$ cat src/rtl/rom_sequencer_if.sv
// Bus between the ROM playback sequencer and its surroundings: timer strobe,
// playback control, ROM read port and the presented output word.
interface rom_sequencer_if #(
  parameter int ADDR_WIDTH = 5,
  parameter int DATA_WIDTH = 8
);
  logic                  Enable;
  logic                  Start;
  logic                  Stop;
  logic [1:0]            Mode;
  logic [ADDR_WIDTH-1:0] FirstAddr;
  logic [ADDR_WIDTH-1:0] LastAddr;
  logic [DATA_WIDTH-1:0] RomData;
  logic [ADDR_WIDTH-1:0] Address;
  logic [DATA_WIDTH-1:0] DataOut;
  logic                  DataValid;
  logic                  Busy;
  logic                  Done;

  // Controller / ROM side: drives control and read data, observes outputs.
  modport master (
    output Enable, Start, Stop, Mode, FirstAddr, LastAddr, RomData,
    input  Address, DataOut, DataValid, Busy, Done
  );

  // Sequencer side.
  modport slave (
    input  Enable, Start, Stop, Mode, FirstAddr, LastAddr, RomData,
    output Address, DataOut, DataValid, Busy, Done
  );
endinterface

$ cat src/rtl/rom_sequencer.sv
// Tick-driven ROM playback sequencer. Walks [First, Last] of a synchronous ROM,
// one step per DIVIDE timer strobes, in one-shot, loop or ping-pong order.
// DIVIDE must lie in 1..255 (tick counter is 8 bits).
module rom_sequencer #(
  parameter int ADDR_WIDTH = 5,
  parameter int DATA_WIDTH = 8,
  parameter int DIVIDE     = 1
) (
  input  logic             Clk,
  input  logic             Reset,
  rom_sequencer_if.slave   bus
);

  typedef enum logic [1:0] {S_IDLE, S_READ, S_LOAD, S_WAIT} state_t;

  localparam logic [1:0]            MODE_LOOP = 2'b01;
  localparam logic [1:0]            MODE_PING = 2'b10;
  localparam logic [7:0]            TICK_LAST = 8'(DIVIDE - 1);
  localparam logic [ADDR_WIDTH-1:0] ADDR_ONE  = {{(ADDR_WIDTH-1){1'b0}}, 1'b1};

  state_t                state_q, state_d;
  logic [ADDR_WIDTH-1:0] addr_q, addr_d;
  logic [ADDR_WIDTH-1:0] first_q, first_d;
  logic [ADDR_WIDTH-1:0] last_q, last_d;
  logic [DATA_WIDTH-1:0] data_q, data_d;
  logic [1:0]            mode_q, mode_d;
  logic [7:0]            tick_q, tick_d;
  logic                  dir_q, dir_d;      // 0 = up, 1 = down
  logic                  valid_q, valid_d;
  logic                  done_q, done_d;
  logic                  at_end;

  // State and datapath registers; synchronous active-low reset.
  always_ff @(posedge Clk) begin
    if (!Reset) begin
      state_q <= S_IDLE;
      addr_q  <= '0;
      first_q <= '0;
      last_q  <= '0;
      data_q  <= '0;
      mode_q  <= '0;
      tick_q  <= '0;
      dir_q   <= 1'b0;
      valid_q <= 1'b0;
      done_q  <= 1'b0;
    end else begin
      state_q <= state_d;
      addr_q  <= addr_d;
      first_q <= first_d;
      last_q  <= last_d;
      data_q  <= data_d;
      mode_q  <= mode_d;
      tick_q  <= tick_d;
      dir_q   <= dir_d;
      valid_q <= valid_d;
      done_q  <= done_d;
    end
  end

  // Next state plus address/tick/data updates; pulses default low.
  always_comb begin
    state_d = state_q;
    addr_d  = addr_q;
    first_d = first_q;
    last_d  = last_q;
    data_d  = data_q;
    mode_d  = mode_q;
    tick_d  = tick_q;
    dir_d   = dir_q;
    valid_d = 1'b0;
    done_d  = 1'b0;
    // End of range in the current direction of travel.
    at_end  = dir_q ? (addr_q == first_q) : (addr_q == last_q);
    case (state_q)
      S_IDLE: begin
        // Reversed range is silently rejected.
        if (bus.Start && (bus.FirstAddr <= bus.LastAddr)) begin
          mode_d  = bus.Mode;
          first_d = bus.FirstAddr;
          last_d  = bus.LastAddr;
          addr_d  = bus.FirstAddr;
          dir_d   = 1'b0;
          state_d = S_READ;
        end
      end
      S_READ: begin
        state_d = bus.Stop ? S_IDLE : S_LOAD;
      end
      S_LOAD: begin
        if (bus.Stop) begin
          state_d = S_IDLE;
        end else begin
          data_d  = bus.RomData;
          valid_d = 1'b1;
          tick_d  = '0;
          state_d = S_WAIT;
        end
      end
      S_WAIT: begin
        // Stop wins over a coincident completing tick.
        if (bus.Stop) begin
          state_d = S_IDLE;
        end else if (bus.Enable) begin
          if (tick_q != TICK_LAST) begin
            tick_d = tick_q + 8'd1;
          end else begin
            tick_d  = '0;
            state_d = S_READ;
            if (!at_end) begin
              addr_d = dir_q ? (addr_q - ADDR_ONE) : (addr_q + ADDR_ONE);
            end else begin
              case (mode_q)
                MODE_LOOP: begin
                  addr_d = first_q;
                  dir_d  = 1'b0;
                end
                MODE_PING: begin
                  // Single-entry range just re-reads the same word.
                  if (first_q != last_q) begin
                    dir_d  = ~dir_q;
                    addr_d = dir_q ? (addr_q + ADDR_ONE) : (addr_q - ADDR_ONE);
                  end
                end
                default: begin
                  state_d = S_IDLE;
                  done_d  = 1'b1;
                end
              endcase
            end
          end
        end
      end
      default: state_d = S_IDLE;
    endcase
  end

  // Outputs are straight from registers.
  always_comb begin
    bus.Address   = addr_q;
    bus.DataOut   = data_q;
    bus.DataValid = valid_q;
    bus.Done      = done_q;
    bus.Busy      = (state_q != S_IDLE);
  end

endmodule

$ cat src/flat_wrapper.sv
// flat-port wrapper written by rule: the top's interface ports become plain ports
module rom_sequencer_flat 
#(
  parameter int ADDR_WIDTH = 5,
  parameter int DATA_WIDTH = 8,
  parameter int DIVIDE     = 1
)
  (Clk, Reset, bus_Enable, bus_Start, bus_Stop, bus_Mode, bus_FirstAddr, bus_LastAddr, bus_RomData, bus_Address, bus_DataOut, bus_DataValid, bus_Busy, bus_Done);
  rom_sequencer_if #(.ADDR_WIDTH(ADDR_WIDTH), .DATA_WIDTH(DATA_WIDTH)) bus_i ();
  input  logic Clk;
  input  logic Reset;
  input wire logic [$bits(bus_i.Enable)-1:0] bus_Enable;
  input wire logic [$bits(bus_i.Start)-1:0] bus_Start;
  input wire logic [$bits(bus_i.Stop)-1:0] bus_Stop;
  input wire logic [$bits(bus_i.Mode)-1:0] bus_Mode;
  input wire logic [$bits(bus_i.FirstAddr)-1:0] bus_FirstAddr;
  input wire logic [$bits(bus_i.LastAddr)-1:0] bus_LastAddr;
  input wire logic [$bits(bus_i.RomData)-1:0] bus_RomData;
  output wire logic [$bits(bus_i.Address)-1:0] bus_Address;
  output wire logic [$bits(bus_i.DataOut)-1:0] bus_DataOut;
  output wire logic [$bits(bus_i.DataValid)-1:0] bus_DataValid;
  output wire logic [$bits(bus_i.Busy)-1:0] bus_Busy;
  output wire logic [$bits(bus_i.Done)-1:0] bus_Done;
  assign bus_i.Enable = bus_Enable;
  assign bus_i.Start = bus_Start;
  assign bus_i.Stop = bus_Stop;
  assign bus_i.Mode = bus_Mode;
  assign bus_i.FirstAddr = bus_FirstAddr;
  assign bus_i.LastAddr = bus_LastAddr;
  assign bus_i.RomData = bus_RomData;
  assign bus_Address = bus_i.Address;
  assign bus_DataOut = bus_i.DataOut;
  assign bus_DataValid = bus_i.DataValid;
  assign bus_Busy = bus_i.Busy;
  assign bus_Done = bus_i.Done;
  rom_sequencer #(.ADDR_WIDTH(ADDR_WIDTH), .DATA_WIDTH(DATA_WIDTH), .DIVIDE(DIVIDE)) u_core (.Clk(Clk), .Reset(Reset), .bus(bus_i));
endmodule
$ cat config.mk
export PLATFORM = sky130hd
export DESIGN_NAME = rom_sequencer_flat
export DESIGN_NICKNAME = d
export VERILOG_FILES = /design/src/rtl/rom_sequencer_if.sv /design/src/rtl/rom_sequencer.sv /design/src/flat_wrapper.sv
export SDC_FILE = /design/constraint.sdc
export NUM_CORES = 1
export LEC_CHECK = 0
export BUFFER_PORTS_ARGS = -buffer_cell sky130_fd_sc_hd__buf_4
export CELL_PAD_IN_SITES_DETAIL_PLACEMENT = 0
export CELL_PAD_IN_SITES_GLOBAL_PLACEMENT = 1
export CORE_MARGIN = 4
export CORE_UTILIZATION = 42
export DETAILED_ROUTE_END_ITERATION = 8
export PLACE_DENSITY_LB_ADDON = 0.25
export SYNTH_ARGS = -nofsm -noshare
export SYNTH_HDL_FRONTEND = slang
export SYNTH_SLANG_ARGS = --single-unit
$ cat constraint.sdc
create_clock -name Clk -period 3.8 [get_ports Clk]
set_input_delay 1.14 -clock Clk [delete_from_list [all_inputs] [get_ports Clk]]
set_output_delay 1.14 -clock Clk [all_outputs]
set_load 0.05 [all_outputs]
==> results.yml, run 1 <==
route:
  wl_per_cell_um: 14.7
  via_per_inst: 5.19
  vias: 2003
  firstDrtPassIters: 4
  route.detailed.drc: 0
  ant_nets: 0
  wirelength_mm: 5.67
  drt_iter0_drc: 113
clocking:
  cts_buffers: 5
  cts-root-buf: "clkbuf_8"
  cts_setup_buffers: 0
  cts.clk_slew.worst_paths_ps: 70
  clock_latency_ps: 290
  cts_hold_buf: 0
  tritoncts: "done"
  cts_sinks: 38
  clockBufferDepth: 2
  cts_max_level: 2
  cts_resized: 0
setup_path:
  regToRegSetupSlack_ps: 1070
  slowest_stage: "or4_1"
  crit_chain: "buf_4 > inv_1 > ha_1 > and4_4 > a21o_1 > o311a_1 > or2_4 > or4_1 > a21boi_1"
  worst_path_largest_cell_delay_ps: 500
  crit_family: "simple AND/OR/NAND/NOR gates"
  crit_buf_inv: 2
  startpoint_type: "input port"
  path_class: "in2reg"
  end_kind: "flop"
  r2r-start: "u_core.dir_q$_SDFFE_PN0P_"
  rr_endpoint: "u_core.bus.Address[2]$_SDFFE_PN0P_"
  crit_path_max_fanout: 5
  critPathRequiredTime_ps: 4020
  cp.arrival_ps: 3210
  rr_worst_depth: 6
floorplan:
  die_y_um: 83.9
  dieArea_um2: 7040
  placementRows: 27
  die_x_um: 83.9
  initial_core_util_pct: 43.7
  ioPinCount: 41
  core_area_um2: 5540
synthesis:
  syn_inst: 278
  syn-num-nets: 319
  yosysWarnings: 0
  avgSynthCellArea_um2: 8.70
  synth_edf_count: 0
  ys_types: 50
  synth-seq-cells: 38
  ys_seq_area_share_pct: 31.4
  ys.flop_type: "dfxtp_1"
  ys_async_sr_fraction_pct: 0
  syn_area_um2: 2420
flow_run:
  cap_viol_max_count: 0
sta:
  grt_setup_unrepaired: "no"
  min_period_ps: 2980
  fin_worst_skew_ps: 4.83
  setup_viol: 0
  setup_tns_ps: 0
  hold_violations: 0
  period_share_pct: 78.5
  slew_violations: 0
  fmax_mhz: 335
  tightestPinTransition_ps: 1000
  slew_headroom_pct: 32.8
global_routing:
  antenna_found_initial: 0
  grtUsageMet3_pct: 4.05
  grt_use_met2_pct: 25.7
  grt_pass1_wl_mm: 9.65
  grtUsageMet1_pct: 22.9
  globalRouteOverflowTotal: 0
  grt_use_total_pct: 16.6
  grt_pass1_vias: 2014
  grt_busiest_layer: "met2"
  grt_max_degree: 36
run_status:
  status: "finished clean"
placed_design:
  gp_congestion: 0.805
  portBuffers: 40
  dpl.hpwl_mm: 4.22
layout:
  diodes: 0
  drive_gt1_share_pct: 18.2
  fillers: 563
  area_growth_pct: 17.5
  seqCellArea_um2: 761
  final_net_count: 354
  multi_input_area_um2: 1510
pwr:
  peakVddDrop_mv: 0.258
  power-per-cell-area_nw_per_um2: 402
  power.leakage_nw: 1.14
  total_power_mw: 1.14
min_path:
  hold_depth: 2
  min-delay-path-class: "reg2reg"
  hold_end: "u_core.bus.DataOut[4]$_SDFFE_PN0P_"
  hold_path_startpoint: "u_core.bus.DataOut[4]$_SDFFE_PN0P_"
[power by group]
| part | internal [mW] | leakage [nW] | switching (mW) |
|---|---|---|---|
| logic | 0.146 | 0.769 | 0.203 |
| clock network | 0.193 | 0.0579 | 0.142 |
| registers | 0.420 | 0.309 | 0.0373 |
[registers in the layout, indices dropped and copies added, names as in the netlist]
signal                cells
u_core.dir_q              1
u_core.tick_q             8
u_core.mode_q             2
u_core.first_q            5
u_core.bus.Done           1
u_core.bus.DataValid      1
u_core.bus.DataOut        8
u_core.bus.Address        5
u_core.last_q             5
u_core.state_q            2
[how the worst max path moves through the flow]
stage,end,start,depth (start not counted),slack (ps)
global placement,u_core.dir_q$_SDFFE_PN0P_,bus_LastAddr[3],9,570
detailed placement,u_core.dir_q$_SDFFE_PN0P_,bus_LastAddr[3],9,540
finish,u_core.dir_q$_SDFFE_PN0P_,bus_LastAddr[3],9,820
global route,u_core.dir_q$_SDFFE_PN0P_,bus_LastAddr[2],9,680
floorplan,u_core.dir_q$_SDFFE_PN0P_,bus_LastAddr[3],8,740
CTS,u_core.dir_q$_SDFFE_PN0P_,bus_LastAddr[3],9,840
[cells in the mapped netlist, drive strengths merged (5+ instances only)]
library cell,count,area (um^2)
nand3,9,45.0
buf,6,40.0
a21boi,9,67.6
ha,16,200
mux2i,22,220
inv,17,63.8
nand2,27,101
xor2,15,131
dfxtp,38,761
clkbuf,6,32.5
xnor2,9,78.8
o21ai,7,35.0
nor3,6,30.0
nor2,18,67.6
a21oi,5,25.0
nor2b,17,106
[stage by stage]
| stage | utilization (%) | cells | instance area [um^2] | worst slack, ps | hold WS (ps) |
|---|---|---|---|---|---|
| floorplan | - | 278 | 2420 | 744 | 480 |
| global placement | 49.4 | 378 | 2740 | 569 | 451 |
| detailed placement | 49.4 | 378 | 2740 | 540 | 460 |
| CTS | 51.3 | 386 | 2840 | 836 | 471 |
| global route | 51.3 | 386 | 2840 | 680 | 493 |
| finish | 51.3 | 386 | 2840 | 816 | 467 |
[tightest hold or removal path, cell delays in order (launching register included)]
cell,delay [ps]
dfxtp_1,310
nand2_1,50
a21boi_0,60
[cells in the final DEF (no fill, tap or decap), types with 7 or more instances in the layout]
cell type	Yosys	layout
mux2i_1	22	22
nand3_1	9	9
xor2_1	15	15
inv_1	17	17
nor2_1	18	18
dfxtp_1	38	38
o21ai_0	7	7
xnor2_1	9	9
ha_1	16	16
buf_4	0	42
nand2_1	27	27
nor2b_1	17	17
a21boi_0	8	8
[per-layer routing]
| layer | up-vias | wire length [um] |
|---|---|---|
| li1 | 1039 | - |
| met1 | 926 | 2820 |
| met2 | 34 | 2560 |
| met3 | 4 | 241 |
| met4 | 0 | 41 |
| met5 | - | 0 |
[area by class of cell]
class	instances	share of cell area (%)
Multi-Input combinational cell	209	52.9
Sequential cell	38	26.7
Timing Repair Buffer	42	11.1
Tap cell	72	3.17
Clock buffer	5	2.42
Inverter	17	2.24
Clock inverter	3	1.41
[cell families (layout without fill, tap and decap cells)]
| logic type | count (synthesis) | after routing | synth area share [%] |
|---|---|---|---|
| AOI/OAI and AO/OA | 48 | 48 | 14.2 |
| xor gates and xnor gates | 24 | 24 | 8.69 |
| adders and majority gates | 16 | 16 | 8.27 |
| buffers and inverters | 31 | 67 | 6.57 |
| DFF | 38 | 38 | 31.4 |
| muxes | 24 | 24 | 10.0 |
| and+or+nand+nor | 97 | 97 | 20.8 |
(Power assumes the default switching activity.)
==> inputs of run 2 (changes only) <==
--- a/config.mk
+++ b/config.mk
@@ -9,7 +9,7 @@
 export CELL_PAD_IN_SITES_DETAIL_PLACEMENT = 0
 export CELL_PAD_IN_SITES_GLOBAL_PLACEMENT = 1
 export CORE_MARGIN = 4
-export CORE_UTILIZATION = 42
+export CORE_UTILIZATION = 38
 export DETAILED_ROUTE_END_ITERATION = 8
 export PLACE_DENSITY_LB_ADDON = 0.25
 export SYNTH_ARGS = -nofsm -noshare
==> constraint.sdc (replaced) <==
create_clock -name Clk -period 2.4 [get_ports Clk]
set_input_delay 0.72 -clock Clk [delete_from_list [all_inputs] [get_ports Clk]]
set_output_delay 0.72 -clock Clk [all_outputs]
set_load 0.05 [all_outputs]
==> results.yml, run 2 (synthesized netlist as in run 1, its figures left out) <==
layout:
  mostFrequentLayoutCells: "buf_4, dfxtp_1, nand2_1, mux2i_1, nor2_1"
  postLayoutCellArea_um2: 3050
  final_net_count: 372
  diodes: 0
  final_common_cell: "buf_4"
  fillers: 629
  area_growth_pct: 26.1
  drive_gt1_share_pct: 25.9
  fin_cells: 407
sta:
  grt_setup_unrepaired: "no"
  min_period_ps: 2340
  fin_worst_skew_ps: 5.23
  tightestPinTransition_ps: 908
  setup_viol: 0
  fmax_mhz: 428
  slew_headroom_pct: 39.0
  layout_setup_ws_ps: 63.1
  slew_violations: 0
  setup_tns_ps: 0
  hold_violations: 0
  period_share_pct: 97.4
clocking:
  clock_latency_ps: 290
  cts.clk_slew.worst_paths_ps: 80
  cts_max_level: 2
  cts_resized: 0
  tritoncts: "done"
  cts_buffers: 5
  cts_hold_buf: 0
  cts-root-buf: "clkbuf_8"
  cts_sinks: 38
  cts_setup_buffers: 0
  clockBufferDepth: 2
placed_design:
  gp_congestion: 0.862
  dpl.hpwl_mm: 4.48
  post-place-ws_ps: -299
  portBuffers: 40
  dpl-instance-area_um2: 2940
  dp.cells: 399
route:
  ant_nets: 0
  route.detailed.drc: 0
  wirelength_mm: 5.85
  firstDrtPassIters: 4
  drt_iter0_drc: 185
  via_per_inst: 5.18
  vias: 2110
  wl_per_cell_um: 14.4
flow_run:
  cap_viol_max_count: 0
pwr:
  total_power_mw: 1.80
  power.leakage_nw: 1.22
  peakVddDrop_mv: 0.272
  power-per-cell-area_nw_per_um2: 591
global_routing:
  grt_use_total_pct: 16.3
  grt_pass1_vias: 1967
  antenna_found_initial: 0
  globalRouteOverflowTotal: 0
  grt_pass1_wl_mm: 9.85
  grt_max_degree: 36
floorplan:
  initial_core_util_pct: 39.9
  ioPinCount: 41
  placementRows: 28
  die_y_um: 87.8
  core_area_um2: 6060
  dieArea_um2: 7710
  die_x_um: 87.8
setup_path:
  crit_path_max_fanout: 4
  end_kind: "flop"
  crit_path_start: "bus_LastAddr[4]"
  r2r-start: "u_core.dir_q$_SDFFE_PN0P_"
  startpoint_type: "input port"
  cp.arrival_ps: 2570
  critPathRequiredTime_ps: 2630
  path_class: "in2reg"
  regToRegSetupSlack_ps: 120
  rr_endpoint: "u_core.bus.Address[2]$_SDFFE_PN0P_"
  rr_worst_depth: 7
min_path:
  hold_end: "u_core.bus.DataOut[0]$_SDFFE_PN0P_"
  min-delay-path-class: "reg2reg"
  hold_depth: 2
  hold_path_startpoint: "u_core.bus.DataOut[0]$_SDFFE_PN0P_"
run_status:
  status: "finished clean"
## run 2: changes by cell type in the layout (fill, tap and decap cells not counted), sizes merged
| cell | delta |
|---|---|
| buf | +18 |
| clkbuf | +1 |
| clkinv | -1 |
| bufinv | -1 |
| clkinvlp | +1 |
## run 2: worst max-delay path, stage by stage
cell	delay [ps]
buf_4	130
inv_6	50
ha_4	180
and4_4	190
a21o_1	160
o311a_1	330
or2_4	260
or4_4	420
a21boi_2	140
## run 2: worst max path at each step
stage	end	slack [ps]	cells after the start
CTS	u_core.bus.Address[2]$_SDFFE_PN0P_	8	10
global route	u_core.dir_q$_SDFFE_PN0P_	1	9
finish	u_core.dir_q$_SDFFE_PN0P_	60	9
floorplan	u_core.dir_q$_SDFFE_PN0P_	-70	7
detailed placement	u_core.bus.Address[2]$_SDFFE_PN0P_	-300	10
global placement	u_core.bus.Address[2]$_SDFFE_PN0P_	-310	10
## run 2: power breakdown
part	switching [mW]	internal [mW]
combinational	0.354	0.276
clock	0.232	0.231
sequential	0.0437	0.665
total	0.630	1.17
## run 2: area by class of cell
| type | instances | area (um^2) | share of cell area (%) |
|---|---|---|---|
| multi-input cells | 209 | 1570 | 51.4 |
| inverters | 17 | 71.3 | 2.34 |
| repair buffers | 60 | 463 | 15.2 |
| well taps | 75 | 93.8 | 3.08 |
| flip-flops and latches | 38 | 761 | 24.9 |
| clock buffers | 6 | 82.6 | 2.71 |
| clock inverters | 2 | 12.5 | 0.410 |
## run 2: stage by stage
| step | util (%) | hold slack (ps) |
|---|---|---|
| final | 50.4 | 467 |
| after global routing | 50.4 | 496 |
| after CTS | 50.1 | 474 |
| after detailed placement | 48.6 | 462 |
| after global placement | 48.6 | 452 |
| after floorplan | - | 480 |
## run 2: per-layer routing
metal	GRT usage (%)	up-vias	wire (um)
met3	3.95	13	210
met5	0	-	0
li1	-	1079	-
met4	4.46	0	87
met1	23.1	980	2930
met2	24.6	38	2630
==> inputs of run 3 (changes only) <==
--- a/config.mk
+++ b/config.mk
@@ -5,13 +5,15 @@
 export SDC_FILE = /design/constraint.sdc
 export NUM_CORES = 1
 export LEC_CHECK = 0
+export ABC_AREA = 1
 export BUFFER_PORTS_ARGS = -buffer_cell sky130_fd_sc_hd__buf_4
 export CELL_PAD_IN_SITES_DETAIL_PLACEMENT = 0
 export CELL_PAD_IN_SITES_GLOBAL_PLACEMENT = 1
 export CORE_MARGIN = 4
-export CORE_UTILIZATION = 38
+export CORE_UTILIZATION = 36
 export DETAILED_ROUTE_END_ITERATION = 8
 export PLACE_DENSITY_LB_ADDON = 0.25
+export REMOVE_ABC_BUFFERS = 1
 export SYNTH_ARGS = -nofsm -noshare
 export SYNTH_HDL_FRONTEND = slang
 export SYNTH_SLANG_ARGS = --single-unit
==> results.yml, run 3 <==
run_status:
  status: "finished clean"
placed_design:
  dpl.hpwl_mm: 4.87
  dpl-instance-area_um2: 2930
  gp_congestion: 0.856
  portBuffers: 40
floorplan:
  core_area_um2: 6790
  die_x_um: 91.6
  ioPinCount: 41
  die_y_um: 91.6
  initial_core_util_pct: 37.0
  dieArea_um2: 8380
  placementRows: 30
route:
  ant_nets: 0
  top_layer_used: "met4"
  route.met3.wl_um: 285
  wl_per_cell_um: 12.4
  drt_iter0_drc: 84
  via_per_inst: 4.70
  route.detailed.drc: 0
  firstDrtPassIters: 6
  wirelength_mm: 6.52
  m1WireLength_mm: 3.21
  vias: 2467
  met2_length_mm: 2.94
synthesis:
  yosysWarnings: 0
  ys_seq_area_share_pct: 30.3
  syn_area_um2: 2510
  synth-seq-cells: 38
  yosysTopAreaCell: "dfxtp_1"
  synth_top_area_share_pct: 30.3
  avgSynthCellArea_um2: 6.51
  ys_top_cells_by_area: "dfxtp_1, nand2_1, ha_1"
  synth_commonest_cells: "nand2_1, nor2_1, inv_1"
  ys_types: 35
  synth_edf_count: 0
  yosysMostFrequentCell: "nand2_1"
  ys.flop_type: "dfxtp_1"
  syn_inst: 386
  ys_async_sr_fraction_pct: 0
setup_path:
  crit_family: "flip-flops"
  rr_worst_depth: 10
  startpoint_type: "flop"
  cp.arrival_ps: 1310
  rr_endpoint: "u_core.bus.Address[2]$_SDFFE_PN0P_"
  critPathRequiredTime_ps: 1680
  crit_buf_inv: 3
  cp.depth: 4
  regToRegSetupSlack_ps: 590
  worst_path_largest_cell_delay_ps: 400
  crit_path_frequent_cell: "inv_1"
  crit_chain: "inv_1 > ha_1 > inv_1 > buf_4"
  r2r-start: "u_core.bus.Address[1]$_SDFFE_PN0P_"
  end_kind: "output pin"
  crit_path_max_fanout: 4
  slowest_stage: "dfxtp_1"
  path_class: "reg2out"
clocking:
  cts_buffers: 5
  cts_setup_buffers: 0
  cts_max_level: 2
  cts_hold_buf: 0
  tritoncts: "done"
  clock_latency_ps: 300
  cts.clk_slew.worst_paths_ps: 80
  cts-root-buf: "clkbuf_8"
  clockBufferDepth: 2
  cts_sinks: 38
  cts_resized: 0
sta:
  slew_headroom_pct: 77.5
  setup_tns_ps: 0
  fin_worst_skew_ps: 7.70
  fmax_mhz: 493
  grt_setup_unrepaired: "no"
  min_period_ps: 2030
  hold_violations: 0
  setup_viol: 0
  tightestPinTransition_ps: 338
  slew_violations: 0
  period_share_pct: 84.6
layout:
  final_common_cell: "nand2_1"
  diodes: 0
  area_growth_pct: 22.2
  mostFrequentLayoutCells: "nand2_1, nor2_1, buf_4, inv_1, dfxtp_1"
  drive_gt1_share_pct: 16.1
  postLayoutCellArea_um2: 3070
  final_net_count: 469
global_routing:
  grt_pass1_vias: 2422
  grt_max_degree: 32
  antenna_found_initial: 0
  grt_pass1_wl_mm: 11.2
  globalRouteOverflowTotal: 0
  grt_use_total_pct: 16.5
pwr:
  switching_share_pct: 46.4
  pwr-share-clk_pct: 20.1
  power.leakage_nw: 1.50
  seqPwrFrac_pct: 26.8
  power-per-cell-area_nw_per_um2: 1100
  peakVddDrop_mv: 0.629
  p_comb_share_pct: 53.2
  internal-power_mw: 1.80
  p_switching_mw: 1.56
min_path:
  hold_path_startpoint: "u_core.last_q[4]$_SDFFE_PN0P_"
  hold_depth: 2
  min-delay-path-class: "reg2reg"
  hold_end: "u_core.last_q[4]$_SDFFE_PN0P_"
flow_run:
  cap_viol_max_count: 0
-- run 3: how the worst max path moves through the flow --
stage | startpoint | to | slack, ps
2_1_floorplan | bus_LastAddr[4] | u_core.first_q[0]$_SDFFE_PN0P_ | 240
3_3_place_gp | bus_LastAddr[2] | u_core.bus.Address[2]$_SDFFE_PN0P_ | 200
3_5_place_dp | bus_LastAddr[2] | u_core.bus.Address[2]$_SDFFE_PN0P_ | 180
4_1_cts | u_core.state_q[0]$_SDFFE_PN0P_ | bus_Busy | 350
5_1_grt | u_core.state_q[0]$_SDFFE_PN0P_ | bus_Busy | 250
6_report | u_core.state_q[0]$_SDFFE_PN0P_ | bus_Busy | 370
-- run 3: worst reg2reg max path, cell delays in order (launching register included) --
cell     delay, ps
dfxtp_1        480
inv_1          170
ha_1           250
or2_2          310
nand3_1         70
nand3_1         80
o21ai_0         90
nand3_1         80
nand3_1         80
nor2_1          50
nor2_1          90
-- run 3: layout make-up --
type,instances,area (um^2)
Inverter,47,179
Multi-Input combinational cell,289,1510
Fill cell,759,3720
Timing Repair Buffer,47,365
Tap cell,96,120
Clock inverter,3,68.8
Clock buffer,5,68.8
Sequential cell,38,761
-- run 3: layer usage --
| metal | vias up | GRT usage (%) |
|---|---|---|
| met4 | 0 | 4.90 |
| met2 | 42 | 27.1 |
| li1 | 1321 | - |
| met5 | - | 0 |
| met1 | 1097 | 21.4 |
| met3 | 7 | 3.89 |
-- run 3: power by group through the flow --
stage | registers [mW] | clock network (mW) | logic, mW
after floorplan | 1.08 | 0 | 1.12
after global placement | 0.912 | 0 | 1.78
after detailed placement | 0.913 | 0 | 1.79
after CTS | 0.900 | 0.698 | 1.80
after global routing | 0.920 | 0.724 | 2.05
final | 0.901 | 0.677 | 1.79
-- run 3: logic make-up (layout without fill, tap and decap cells) --
family / Yosys count / count (layout) / share of synthesized area (%)
AO/OA/AOI/OAI: 57 / 57 / 12.1
XOR/XNOR: 6 / 6 / 2.09
adder cells (fa/ha/maj): 16 / 16 / 7.96
buffers and inverters: 59 / 102 / 9.76
flip-flops: 38 / 38 / 30.3
AND/OR/NAND/NOR: 210 / 210 / 37.8
-- run 3: metrics by stage --
stage	utilization [%]	hold WS, ps	std cells	power, mW	setup WS [ps]
floorplan	-	448	374	2.21	244
global placement	43.2	466	517	2.69	198
detailed placement	43.2	472	517	2.70	179
CTS	45.2	485	525	3.40	354
global route	45.2	498	525	3.69	251
finish	45.2	485	525	3.37	370
